**src/rtl/ibex_wb_arbiter.sv**
```systemverilog
// -----------------------------------------------------------------------------
// ibex_wb_arbiter
//
// Merges the Ibex instruction-fetch port and the load/store data port onto a
// single Wishbone B4 pipelined master. Requests are selected combinationally,
// issued when the bus is not stalled and the outstanding limit is not reached,
// and responses are routed back to the originating port using an in-order
// FIFO of 1-bit source IDs (0 = instruction, 1 = data).
//
// Parameters
//   MaxOutstanding : 1..8, number of issued-but-unanswered Wishbone requests
//   RoundRobin     : 1 = alternate on contention, 0 = data port always wins
//
// Ports
//   clk, rst_n                : clock, asynchronous active-low reset
//   instr_req_i/addr_i        : fetch request (held until granted)
//   instr_gnt_o               : fetch accepted this cycle
//   instr_rvalid_o/rdata_o/err_o : fetch response
//   data_req_i/we_i/be_i/addr_i/wdata_i : load/store request
//   data_gnt_o                : load/store accepted this cycle
//   data_rvalid_o/rdata_o/err_o  : load/store response
//   wb_cyc_o/stb_o/we_o/adr_o/sel_o/dat_o : Wishbone master request side
//   wb_dat_i/ack_i/err_i/stall_i          : Wishbone master response side
// -----------------------------------------------------------------------------
module ibex_wb_arbiter #(
   parameter int unsigned MaxOutstanding = 4,
   parameter bit          RoundRobin     = 1'b1
) (
   input  logic        clk,
   input  logic        rst_n,

   input  logic        instr_req_i,
   input  logic [31:0] instr_addr_i,
   output logic        instr_gnt_o,
   output logic        instr_rvalid_o,
   output logic [31:0] instr_rdata_o,
   output logic        instr_err_o,

   input  logic        data_req_i,
   input  logic        data_we_i,
   input  logic [3:0]  data_be_i,
   input  logic [31:0] data_addr_i,
   input  logic [31:0] data_wdata_i,
   output logic        data_gnt_o,
   output logic        data_rvalid_o,
   output logic [31:0] data_rdata_o,
   output logic        data_err_o,

   output logic        wb_cyc_o,
   output logic        wb_stb_o,
   output logic        wb_we_o,
   output logic [31:0] wb_adr_o,
   output logic [3:0]  wb_sel_o,
   output logic [31:0] wb_dat_o,
   input  logic [31:0] wb_dat_i,
   input  logic        wb_ack_i,
   input  logic        wb_err_i,
   input  logic        wb_stall_i
);

   // Count must represent 0..MaxOutstanding inclusive.
   localparam int unsigned CW = $clog2(MaxOutstanding + 1);
   // Pointer width kept at least one bit so MaxOutstanding = 1 still elaborates.
   localparam int unsigned PW = (MaxOutstanding > 1) ? $clog2(MaxOutstanding) : 1;

   localparam logic [CW-1:0] MAX_CNT  = CW'(MaxOutstanding);
   localparam logic [PW-1:0] LAST_PTR = PW'(MaxOutstanding - 1);

   // --------------------------------------------------------------------------
   // State
   // --------------------------------------------------------------------------
   logic [CW-1:0] r_count;
   logic [PW-1:0] r_wr_ptr;
   logic [PW-1:0] r_rd_ptr;
   logic          r_prio_data;     // 1: data wins the next contention
   logic          r_id [MaxOutstanding];

   logic [CW-1:0] w_count_next;
   logic [PW-1:0] w_wr_ptr_next;
   logic [PW-1:0] w_rd_ptr_next;

   logic          w_any_req;
   logic          w_sel_data;
   logic          w_not_full;
   logic          w_stb;
   logic          w_issue;
   logic          w_resp;
   logic          w_head_data;

   // --------------------------------------------------------------------------
   // Request selection
   // --------------------------------------------------------------------------
   assign w_any_req = instr_req_i | data_req_i;

   // Data is selected when it is the only requester, or on contention when
   // fixed priority is in force or the round-robin flag currently favours it.
   assign w_sel_data = data_req_i &
                       (~instr_req_i | (RoundRobin == 1'b0) | r_prio_data);

   // The limit is checked against the registered count only, so a response
   // arriving while full does not open a slot until the following cycle.
   assign w_not_full = (r_count < MAX_CNT);

   // Strobe is forced low while reset is held so no request leaks out.
   assign w_stb   = w_any_req & w_not_full & rst_n;
   assign w_issue = w_stb & ~wb_stall_i;
   assign w_resp  = (wb_ack_i | wb_err_i) & (r_count != '0);

   always_comb begin
      wb_we_o  = 1'b0;
      wb_adr_o = instr_addr_i;
      wb_sel_o = 4'hF;
      wb_dat_o = 32'h0;
      if (w_sel_data) begin
         wb_we_o  = data_we_i;
         wb_adr_o = data_addr_i;
         wb_sel_o = data_be_i;
         wb_dat_o = data_wdata_i;
      end
   end

   assign wb_stb_o = w_stb;
   assign wb_cyc_o = w_stb | (r_count != '0);

   assign instr_gnt_o = w_issue & ~w_sel_data;
   assign data_gnt_o  = w_issue &  w_sel_data;

   // --------------------------------------------------------------------------
   // Response routing
   // --------------------------------------------------------------------------
   assign w_head_data = r_id[r_rd_ptr];

   assign instr_rvalid_o = w_resp & ~w_head_data;
   assign data_rvalid_o  = w_resp &  w_head_data;
   assign instr_err_o    = instr_rvalid_o & wb_err_i;
   assign data_err_o     = data_rvalid_o  & wb_err_i;
   assign instr_rdata_o  = wb_dat_i;
   assign data_rdata_o   = wb_dat_i;

   // --------------------------------------------------------------------------
   // ID FIFO bookkeeping
   // --------------------------------------------------------------------------
   always_comb begin
      w_count_next  = r_count;
      w_wr_ptr_next = r_wr_ptr;
      w_rd_ptr_next = r_rd_ptr;

      // Pop and push in the same cycle leave the count unchanged.
      case ({w_issue, w_resp})
         2'b10:   w_count_next = r_count + CW'(1);
         2'b01:   w_count_next = r_count - CW'(1);
         default: w_count_next = r_count;
      endcase

      if (w_issue) begin
         w_wr_ptr_next = (r_wr_ptr == LAST_PTR) ? '0 : r_wr_ptr + PW'(1);
      end
      if (w_resp) begin
         w_rd_ptr_next = (r_rd_ptr == LAST_PTR) ? '0 : r_rd_ptr + PW'(1);
      end
   end

   always_ff @(posedge clk or negedge rst_n) begin
      if (!rst_n) begin
         r_count     <= '0;
         r_wr_ptr    <= '0;
         r_rd_ptr    <= '0;
         r_prio_data <= 1'b1;
      end else begin
         r_count  <= w_count_next;
         r_wr_ptr <= w_wr_ptr_next;
         r_rd_ptr <= w_rd_ptr_next;
         // Flag moves only on an accepted request; stalled cycles keep it.
         if (w_issue) begin
            r_prio_data <= ~w_sel_data;
         end
      end
   end

   // One storage slot per outstanding request; written only when the write
   // pointer addresses it during an issue.
   genvar gi;
   generate
      for (gi = 0; gi < MaxOutstanding; gi++) begin : g_slot
         always_ff @(posedge clk or negedge rst_n) begin
            if (!rst_n) begin
               r_id[gi] <= 1'b0;
            end else if (w_issue && (r_wr_ptr == PW'(gi))) begin
               r_id[gi] <= w_sel_data;
            end
         end
      end
   endgenerate

endmodule

```
**config.mk**
```make
export PLATFORM = sky130hd
export DESIGN_NAME = ibex_wb_arbiter
export DESIGN_NICKNAME = d
export VERILOG_FILES = /design/src/rtl/ibex_wb_arbiter.sv
export SDC_FILE = /design/constraint.sdc
export NUM_CORES = 1
export LEC_CHECK = 0
export BUFFER_PORTS_ARGS = -buffer_cell sky130_fd_sc_hd__buf_2
export CORE_AREA = 2 2 107 109
export CTS_BUF_LIST = sky130_fd_sc_hd__clkbuf_8
export CTS_CLUSTER_DIAMETER = 150
export DETAILED_ROUTE_END_ITERATION = 10
export DIE_AREA = 0 0 109 111
export HOLD_SLACK_MARGIN = 0.03
export PLACE_DENSITY = 0.49
export SLEW_MARGIN = 20
export SYNTH_ARGS = -nofsm -noshare
export SYNTH_HDL_FRONTEND = slang
export SYNTH_SLANG_ARGS = --single-unit
```
**constraint.sdc**
```tcl
create_clock -name clk -period 5.7 [get_ports clk]
set_input_delay 0.855 -clock clk [delete_from_list [all_inputs] [get_ports clk]]
set_output_delay 0.855 -clock clk [all_outputs]
set_load 0.01 [all_outputs]
```
==> results_dict.tcl <==
set metrics [dict create \
    status "finished, final reports clean" \
    vias 1731 \
    synth.top_cells.by_area "buf_4 (26%), mux2_1 (19%), dfrtp_1 (15%)" \
    cp-endpoint "wb_adr_o[0]" \
    slew_viol_final 0 \
    drt_iter0_markers 40 \
    grt_pass1_wl_mm 9.46 \
    clk_pin_slew_ns 0.05 \
    drive_gt1_share_pct 62.8 \
    endpoint_kind "primary output" \
    cts_setup_buffers 0 \
    initial_utilization_pct 16.8 \
    grt_pass1_vias 1689 \
    timing.rr.end "r_count[2]$_DFFE_PN0P_" \
    antennaDiodeCount 0 \
    final_cells 463 \
    critPathRequiredTime_ns 4.85 \
    dieArea_mm2 0.0121 \
    syn_area_mm2 0.00186 \
    yosys.area.top_type "buf_4" \
    antenna_found_initial 0 \
    synth_cells 204 \
    fin_crit_sh_pct 63.3 \
    hold_ws_ns 0.507 \
    cts_hold_repair.buffers 0 \
    avgSynthCellArea_um2 9.13 \
    synth_nets 351 \
    timing.final.hold_violations 0 \
    clockBufferDepth 2 \
    finalNetCount 468 \
    ys_async_sr_fraction_pct 100 \
    yosys_warnings 0 \
    synth_cell_type_count 30 \
    worst_pin_slew_ns 0.944 \
    r2r-start "r_count[2]$_DFFE_PN0P_" \
    synth-edff-count 0 \
    synth-seq-area-share_pct 16.2 \
    path_class "input pin to primary output" \
    skew_ns 0.00315 \
    die_h_um 111 \
    crit_arrival_ns 2.75 \
    path_cells "buf_2 -> a21boi_4 -> buf_4 -> mux2_1 -> buf_2" \
    max_freq_ghz 0.277 \
    crit_path_frequent_cell "buf_2" \
    ys.flop_type "dfrtp_1" \
    cts_buffers 3 \
    ys_ff_latch 12 \
    crit_slowest_cell "a21boi_4" \
    slew_headroom_pct 36.9 \
    io_buffer_count 184 \
    peakVddDrop_mv 0.156 \
    gp_congestion 0.825 \
    dp_hpwl_mm 5.75 \
    cpPeakStageDelay_ns 0.74 \
    startpoint_type "input pin" \
    power_density_mw_per_mm2 277 \
    wl_per_cell_um 13.9 \
    reg2reg_depth 8 \
    fill_cells 1217 \
    htreeDepth 1 \
    routed_wl_mm 6.42 \
    num_io_pins 281 \
    crit_fanout 44 \
    die_x_um 109 \
    core_mm2 0.0111 \
    clkLatencyLatePin_ns 0.24 \
    rsz0062_at_grt "no" \
    cts.sinks 12 \
    hold_path.class "input pin to asynchronous set/reset pin" \
    drt-vias-per-instance 3.74 \
    rows 39 \
    first_pass_iters 4 \
    power.leakage_nw 1.42 \
    startpoint "instr_req_i" \
    cts_resized 0 \
    grt_use_total_pct 10.0 \
    synth_top_area_share_pct 25.8 \
    cts_tree "yes" \
    drc 0 \
    root_buffer "clkbuf_8" \
    cap_viol_max_count 0 \
    area_growth_syn_to_layout_pct 35.0 \
    grt-ovfl-total 0 \
    fin_crit_ns 3.61 \
    grt_max_degree 45 \
    dp.cells 459 \
    final_antenna_net_count 0 \
    fin_setup_tns_ns 0 \
    finalSetupViolCount 0 \
    r2r_setup_slack_ns 3.62 \
    total_power_uw 696 \
]
area by class of cell:
class                   instances  area, um2  share of cell area [%]
clock buffers                   4       55.1                    2.19
flip-flops and latches         12        302                    12.0
repair buffers                185        928                    36.9
well taps                     143        179                    7.12
multi-input cells             112       1020                    40.7
inverters                       7       26.3                    1.05
synthesized netlist by cell type (2+ instances only):
cell and number:
and2_1 34, buf_2 6, buf_4 64, clkbuf_1 3
dfrtp_1 11, ha_1 6, inv_1 6, mux2_1 32
mux2_4 6, mux2i_1 2, nand2_1 3, nand2b_1 4
nor2_1 6, or4b_1 4, xor2_1 2
routing by layer:
metal / vias to the layer above / part of all wire (%) / GRT usage, %
met2: 119 / 49 / 16.4
met1: 775 / 41 / 12.9
li1: 831 / - / -
met3: 6 / 9.0 / 3.29
met4: 0 / 0.86 / 1.88
met5: - / 0 / 0
worst min-delay path by stage:
stage / end / slack [ns] / cells after the start
3_5_place_dp: r_id[1]$_DFFE_PN0P_ / 0.50 / 1
2_1_floorplan: r_prio_data$_DFFE_PN1P_ / 0.46 / 2
6_report: r_id[3]$_DFFE_PN0P_ / 0.51 / 1
5_1_grt: r_id[3]$_DFFE_PN0P_ / 0.52 / 1
3_3_place_gp: r_id[2]$_DFFE_PN0P_ / 0.49 / 1
4_1_cts: r_id[3]$_DFFE_PN0P_ / 0.51 / 1
state kept, by name (all words and copies together) (netlist names):
register,count
r_rd_ptr,2
r_count,3
r_wr_ptr,2
r_id,4
r_prio_data,1
cell usage in the layout (no fill, tap or decap):
cell      count
buf_2       184
and2_1       34
mux2_1       32
dfrtp_1      11
inv_1         6
nor2_1        6
mux2_4        6
ha_1          6
nand2b_1      4
or4b_1        4
clkbuf_8      4
nand2_1       3
mux2i_1       2
xor2_1        2
a21boi_4      1
o32ai_2       1
inv_2         1
nand2b_4      1
or3_1         1
mux4_2        1
nor3b_1       1
and3_1        1
or4_1         1
and3b_1       1
nor3_1        1
a21o_1        1
xnor2_1       1
fa_1          1
buf_4         1
dfstp_2       1
report_power, final:
part | leakage (nW) | total [mW] | internal, mW | switching (mW)
Clock | 0.0288 | 0.0905 | 0.0609 | 0.0296
Sequential | 0.145 | 0.173 | 0.133 | 0.0395
Combinational | 1.24 | 0.433 | 0.226 | 0.207
critical path: cells and delay by family:
kind / cells / cell delay [ns]
compound gates: 1 / 0.74
mux: 1 / 0.37
buf+inv: 3 / 0.76
cells by family (layout without fill, tap and decap cells):
kind of cell | Yosys count | count (layout) | synth area share (%)
buf+inv | 80 | 196 | 29.4
simple gates | 58 | 58 | 19.7
flops | 12 | 12 | 16.2
compound gates | 3 | 3 | 1.68
mux | 41 | 41 | 26.5
xor+xnor | 3 | 3 | 1.41
fa+ha+maj | 7 | 7 | 5.11
per-stage QoR:
stage / setup WS, ns / util, % / area (um2)
floorplan: 3.14 / - / 1860
global placement: 2.15 / 22.2 / 2460
detailed placement: 2.05 / 22.2 / 2460
CTS: 2.05 / 22.7 / 2510
global route: 1.88 / 22.7 / 2510
finish: 2.09 / 22.7 / 2510
(Power assumes the default switching activity.)
